[src/rtl/moore_counter_fsm_if.sv]
// Button/LED signal bundle for moore_counter_fsm.
// master drives the buttons and switches; slave (the counter) drives the LEDs.
interface moore_counter_fsm_if #(
   parameter int unsigned CNT_WIDTH = 4
) ();
   logic                 go_btn;
   logic                 pause_btn;
   logic                 dir;
   logic                 loop_en;
   logic [CNT_WIDTH-1:0] count;
   logic                 done_sig;
   logic                 busy;

   modport master (
      output go_btn, pause_btn, dir, loop_en,
      input  count, done_sig, busy
   );

   modport slave (
      input  go_btn, pause_btn, dir, loop_en,
      output count, done_sig, busy
   );
endinterface

[src/rtl/moore_counter_fsm.sv]
// Tick-driven Moore counter: start on go, count up or down to a terminal value,
// optional pause, hold DONE for DONE_TICKS ticks, then idle or auto-repeat.
module moore_counter_fsm #(
   parameter int unsigned CNT_WIDTH  = 4,
   parameter int unsigned COUNT_MAX  = 15,
   parameter int unsigned TICK_DIV   = 1500000,
   parameter int unsigned DONE_TICKS = 1
) (
   input logic                clk,
   input logic                rst_btn,
   moore_counter_fsm_if.slave bus
);
   localparam int unsigned TICK_W = (TICK_DIV > 1) ? $clog2(TICK_DIV) : 1;
   localparam int unsigned DONE_W = (DONE_TICKS > 1) ? $clog2(DONE_TICKS) : 1;
   localparam logic [TICK_W-1:0]    TICK_LAST = TICK_W'(TICK_DIV - 1);
   localparam logic [DONE_W-1:0]    DONE_LAST = DONE_W'(DONE_TICKS - 1);
   localparam logic [CNT_WIDTH-1:0] CNT_TOP   = CNT_WIDTH'(COUNT_MAX);

   typedef enum logic [1:0] {StIdle, StCounting, StPaused, StDone} state_e;

   state_e               state_q, state_d;
   logic [CNT_WIDTH-1:0] count_q, count_d;
   logic [TICK_W-1:0]    tick_cnt_q, tick_cnt_d;
   logic [DONE_W-1:0]    done_cnt_q, done_cnt_d;
   logic                 go_prev_q;
   logic                 go_pending_q, go_pending_d;
   logic                 dir_q, dir_d;

   logic                 go, press, pause, tick;
   logic [CNT_WIDTH-1:0] start_val, term_val;

   assign go         = ~bus.go_btn;
   assign press      = go & ~go_prev_q;
   assign pause      = ~bus.pause_btn;
   assign tick       = (tick_cnt_q == TICK_LAST);
   assign tick_cnt_d = tick ? '0 : tick_cnt_q + 1'b1;
   assign start_val  = dir_q ? CNT_TOP : '0;
   assign term_val   = dir_q ? '0 : CNT_TOP;

   // A press between ticks is remembered until the next tick; the tick itself
   // always clears it, and IDLE also looks at a press landing on the tick.
   always_comb begin
      go_pending_d = go_pending_q;
      if (tick) begin
         go_pending_d = 1'b0;
      end else if (press && (state_q == StIdle)) begin
         go_pending_d = 1'b1;
      end
   end

   always_ff @(posedge clk) begin
      if (!rst_btn) begin
         state_q      <= StIdle;
         count_q      <= '0;
         tick_cnt_q   <= '0;
         done_cnt_q   <= '0;
         go_prev_q    <= 1'b0;
         go_pending_q <= 1'b0;
         dir_q        <= 1'b0;
      end else begin
         state_q      <= state_d;
         count_q      <= count_d;
         tick_cnt_q   <= tick_cnt_d;
         done_cnt_q   <= done_cnt_d;
         go_prev_q    <= go;
         go_pending_q <= go_pending_d;
         dir_q        <= dir_d;
      end
   end

   always_comb begin
      state_d    = state_q;
      count_d    = count_q;
      done_cnt_d = done_cnt_q;
      dir_d      = dir_q;
      if (tick) begin
         case (state_q)
            StIdle: begin
               count_d = '0;
               if (go_pending_q || press) begin
                  dir_d   = bus.dir;
                  count_d = bus.dir ? CNT_TOP : '0;
                  state_d = StCounting;
               end
            end
            StCounting: begin
               if (pause) begin
                  state_d = StPaused;
               end else if (count_q == term_val) begin
                  state_d    = StDone;
                  done_cnt_d = '0;
               end else begin
                  count_d = dir_q ? count_q - 1'b1 : count_q + 1'b1;
               end
            end
            StPaused: begin
               if (!pause) begin
                  state_d = StCounting;
               end
            end
            StDone: begin
               if (done_cnt_q == DONE_LAST) begin
                  done_cnt_d = '0;
                  if (bus.loop_en) begin
                     state_d = StCounting;
                     count_d = start_val;
                  end else begin
                     state_d = StIdle;
                     count_d = '0;
                  end
               end else begin
                  done_cnt_d = done_cnt_q + 1'b1;
               end
            end
            default: begin
               state_d = StIdle;
               count_d = '0;
            end
         endcase
      end
   end

   always_comb begin
      bus.count    = count_q;
      bus.done_sig = (state_q == StDone);
      bus.busy     = (state_q == StCounting) || (state_q == StPaused);
   end
endmodule

[src/flat_wrapper.sv]
// flat-port wrapper written by rule: the top's interface ports become plain ports
module moore_counter_fsm_flat 
#(
   parameter int unsigned CNT_WIDTH  = 4,
   parameter int unsigned COUNT_MAX  = 15,
   parameter int unsigned TICK_DIV   = 1500000,
   parameter int unsigned DONE_TICKS = 1
)
  (clk, rst_btn, bus_go_btn, bus_pause_btn, bus_dir, bus_loop_en, bus_count, bus_done_sig, bus_busy);
  moore_counter_fsm_if #(.CNT_WIDTH(CNT_WIDTH)) bus_i ();
  input logic clk;
  input logic rst_btn;
  input wire logic [$bits(bus_i.go_btn)-1:0] bus_go_btn;
  input wire logic [$bits(bus_i.pause_btn)-1:0] bus_pause_btn;
  input wire logic [$bits(bus_i.dir)-1:0] bus_dir;
  input wire logic [$bits(bus_i.loop_en)-1:0] bus_loop_en;
  output wire logic [$bits(bus_i.count)-1:0] bus_count;
  output wire logic [$bits(bus_i.done_sig)-1:0] bus_done_sig;
  output wire logic [$bits(bus_i.busy)-1:0] bus_busy;
  assign bus_i.go_btn = bus_go_btn;
  assign bus_i.pause_btn = bus_pause_btn;
  assign bus_i.dir = bus_dir;
  assign bus_i.loop_en = bus_loop_en;
  assign bus_count = bus_i.count;
  assign bus_done_sig = bus_i.done_sig;
  assign bus_busy = bus_i.busy;
  moore_counter_fsm #(.CNT_WIDTH(CNT_WIDTH), .COUNT_MAX(COUNT_MAX), .TICK_DIV(TICK_DIV), .DONE_TICKS(DONE_TICKS)) u_core (.clk(clk), .rst_btn(rst_btn), .bus(bus_i));
endmodule
[config.mk]
export PLATFORM = sky130hd
export DESIGN_NAME = moore_counter_fsm_flat
export DESIGN_NICKNAME = d
export VERILOG_FILES = /design/src/rtl/moore_counter_fsm_if.sv /design/src/rtl/moore_counter_fsm.sv /design/src/flat_wrapper.sv
export SDC_FILE = /design/constraint.sdc
export NUM_CORES = 1
export LEC_CHECK = 0
export ABC_AREA = 0
export CAP_MARGIN = 20
export CORE_AREA = 2 2 62 64
export DETAILED_ROUTE_END_ITERATION = 7
export DIE_AREA = 0 0 64 66
export PLACE_DENSITY_LB_ADDON = 0.3
export SETUP_SLACK_MARGIN = 0.5
export SYNTH_ARGS = -nofsm -noshare
export SYNTH_HDL_FRONTEND = slang
export SYNTH_SLANG_ARGS = --single-unit
[constraint.sdc]
create_clock -name clk -period 2.3 [get_ports clk]
set_input_delay 0.46 -clock clk [delete_from_list [all_inputs] [get_ports clk]]
set_output_delay 0.46 -clock clk [all_outputs]
set_load 0.03 [all_outputs]
==> results_dict.tcl <==
set metrics [dict create \
    status "complete, no violations" \
    wl_met2_um 1670 \
    grtUsageTotal_pct 17.5 \
    max_cap_viol_count 0 \
    n_antenna_cell 0 \
    worst_pin_slew_ns 0.346 \
    drc 0 \
    place_ws_ns 0.226 \
    syn_avg_cell_area_um2 8.55 \
    critPathArrivalTime_ns 2.06 \
    synthArstFlopShare_pct 0 \
    switchingPower_w 0.000219 \
    synth_edf_count 0 \
    pwr-share-clk_pct 37.1 \
    port_buffers 11 \
    leakagePower_nw 0.753 \
    num_io_pins 12 \
    worstSetupStartpointType "flop" \
    p_sw_share_pct 24.0 \
    setup_viol 0 \
    die_area_um2 4220 \
    final-seq-area_um2 621 \
    finalWorstSetupSlack_ns 0.521 \
    grt_antenna_before_repair 0 \
    path_clk_slew_ns 0.11 \
    cts_root_buffer "clkbuf_4" \
    coreArea_um2 3550 \
    fin_crit_sh_pct 77.4 \
    worstSetupPathType "reg -> reg" \
    grt_max_degree 22 \
    grt_pass1_wl_um 5620 \
    synth_area_um2 1560 \
    fin_tns_setup_ns 0 \
    fin_util_pct 55.7 \
    synthTopCellsByArea "dfxtp_1 (38%), xnor2_1 (9.5%), nor2_1 (8.2%)" \
    grt_pass1_vias 1284 \
    synth.largest_area_cell "dfxtp_1" \
    pwr-share-seq_pct 58.1 \
    first_pass_iters 4 \
    detail-route-antenna-nets 0 \
    drt-initial-drc-count 40 \
    hold_class "reg -> reg" \
    routedWlPerCell_um 13.2 \
    fmaxAchievable_ghz 0.562 \
    layout-drive-gt1-share_pct 25.0 \
    wl_met3_um 85 \
    numCtsBuffers 5 \
    htree_levels 2 \
    combPwrFrac_pct 4.9 \
    ys_seq_elements 30 \
    syn-instance-count 183 \
    clk_path_buf_depth 2 \
    synth-warning-count 0 \
    yosysTopAreaCellShare_pct 38.4 \
    p_per_area_nw_per_um2 461 \
    yosysSeqAreaShare_pct 38.4 \
    crit_path_max_fanout 5 \
    die_w_um 64 \
    cts_tree "done" \
    place_hpwl_um 2310 \
    insertion_delay_ns 0.34 \
    fin_crit_ns 1.78 \
    routed-via-count 1374 \
    nFillCells 308 \
    netlist_top_cells_count "nor2_1 (34), dfxtp_1 (30), xnor2_1 (17), nand2_1 (16)" \
    vdd_ir_drop_max_mv 0.318 \
    fin_skew_ns 0.0182 \
    syn_nets 198 \
    yosysMostFrequentCell "nor2_1" \
    finalMaxSlewViolations 0 \
    wl_um 3430 \
    finalNetCount 226 \
    endpoint_kind "flop" \
    die_height_um 66 \
    wl_met1_um 1620 \
    relSlewSlack_pct 76.8 \
    internal_power_w 0.000693 \
    clock_sinks 30 \
    routabilityCongestion 0.814 \
    area_growth_pct 26.6 \
    gr-total-overflow 0 \
    synth_cell_types 38 \
    multi_input_area_um2 1010 \
    rrSetupSlack_ns 0.52 \
    crit_required_ns 2.58 \
    viasPerCell 5.28 \
    rows 22 \
    initial_utilization_pct 44.0 \
    dr.max_layer_used "met4" \
    synth-main-ff-cell "dfxtp_1" \
    finalHoldViolations 0 \
    rsz0062_at_grt "yes" \
]
## area by class of cell
class / count / share of cell area, %
Clock inverter: 1 / 0.253
Sequential cell: 30 / 31.4
Multi-Input combinational cell: 141 / 50.9
Timing Repair Buffer: 23 / 9.67
Inverter: 10 / 2.02
Clock buffer: 7 / 2.78
Tap cell: 48 / 3.03
## logic make-up after synthesis
| group | synth area share (%) |
|---|---|
| and+or+nand+nor | 29.9 |
| AOI/OAI and AO/OA | 7.52 |
| muxes | 1.28 |
| adders and majority gates | 7.68 |
| DFF | 38.4 |
| xor gates and xnor gates | 12.3 |
| buffers and inverters | 2.88 |
## cells in the final DEF, fill, tap and decap left out, types with 4 or more instances in the layout
cell	synthesis	routed
nand4_1	4	4
clkbuf_4	0	5
xnor2_1	17	17
ha_4	0	4
inv_1	10	9
dfxtp_2	0	10
nor3_1	10	10
nand3_1	4	4
nor2_1	34	33
clkdlybuf4s50_1	0	5
dlygate4sd2_1	0	4
xor2_1	5	5
nand2_1	16	16
dfxtp_1	30	18
buf_4	0	12
## power groups by stage
stage | Combinational [W] | Sequential [W] | Clock, W
after detailed placement | 0.0000407 | 0.000545 | 0
after global placement | 0.0000400 | 0.000544 | 0
after global routing | 0.0000500 | 0.000531 | 0.000367
after floorplan | 0.0000231 | 0.000543 | 0
final | 0.0000444 | 0.000530 | 0.000338
after CTS | 0.0000435 | 0.000531 | 0.000343
## registers in the layout, indices dropped and copies added, names as in the netlist
register,count
u_core.tick_cnt_q,21
u_core.state_q,2
u_core.go_pending_q,1
u_core.go_prev_q,1
u_core.dir_q,1
u_core.bus.count,4
## critical path, cell delays in order, from the launching register on
cell     delay, ns
dfxtp_2       0.37
ha_4          0.14
and4_4        0.22
nand4_1       0.10
or2_4         0.29
or4_4         0.49
a21oi_2       0.13
## through the flow
| stage | hold WS, ns | cells | total power (W) | instance area [um2] |
|---|---|---|---|---|
| 3_3_place_gp | 0.421 | 241 | 0.000584 | 1750 |
| 2_1_floorplan | 0.416 | 183 | 0.000567 | 1580 |
| 4_1_cts | 0.519 | 257 | 0.000917 | 1900 |
| 6_report | 0.520 | 260 | 0.000913 | 1980 |
| 5_1_grt | 0.546 | 260 | 0.000948 | 1980 |
| 3_5_place_dp | 0.431 | 241 | 0.000585 | 1750 |
## routing by layer
metal	vias up	global-route usage, %
met3	6	5.11
met4	0	8.15
li1	689	-
met1	660	20.6
met2	19	29.2
met5	-	0
## final timing paths
check        depth (start not counted)                                to                        startpoint
min reg2reg                          2  u_core.go_pending_q$_SDFFE_PP0P_  u_core.go_pending_q$_SDFFE_PP0P_
max reg2reg                          6    u_core.state_q[1]$_SDFFE_PN0P_   u_core.tick_cnt_q[0]$_SDFF_PP0_
min                                  2  u_core.go_pending_q$_SDFFE_PP0P_  u_core.go_pending_q$_SDFFE_PP0P_
max                                  6    u_core.state_q[1]$_SDFFE_PN0P_   u_core.tick_cnt_q[0]$_SDFF_PP0_
## timing repair
| item | CTS | global route |
|---|---|---|
| pin swaps | 7 | 2 |
| resized for setup | 16 | 17 |
| hold buffers | 0 | 0 |
| endpoints found under the setup margin | 12 | 8 |
| buffers inserted | 8 | 3 |
No activity file was read; power rests on OpenSTA's default activity.
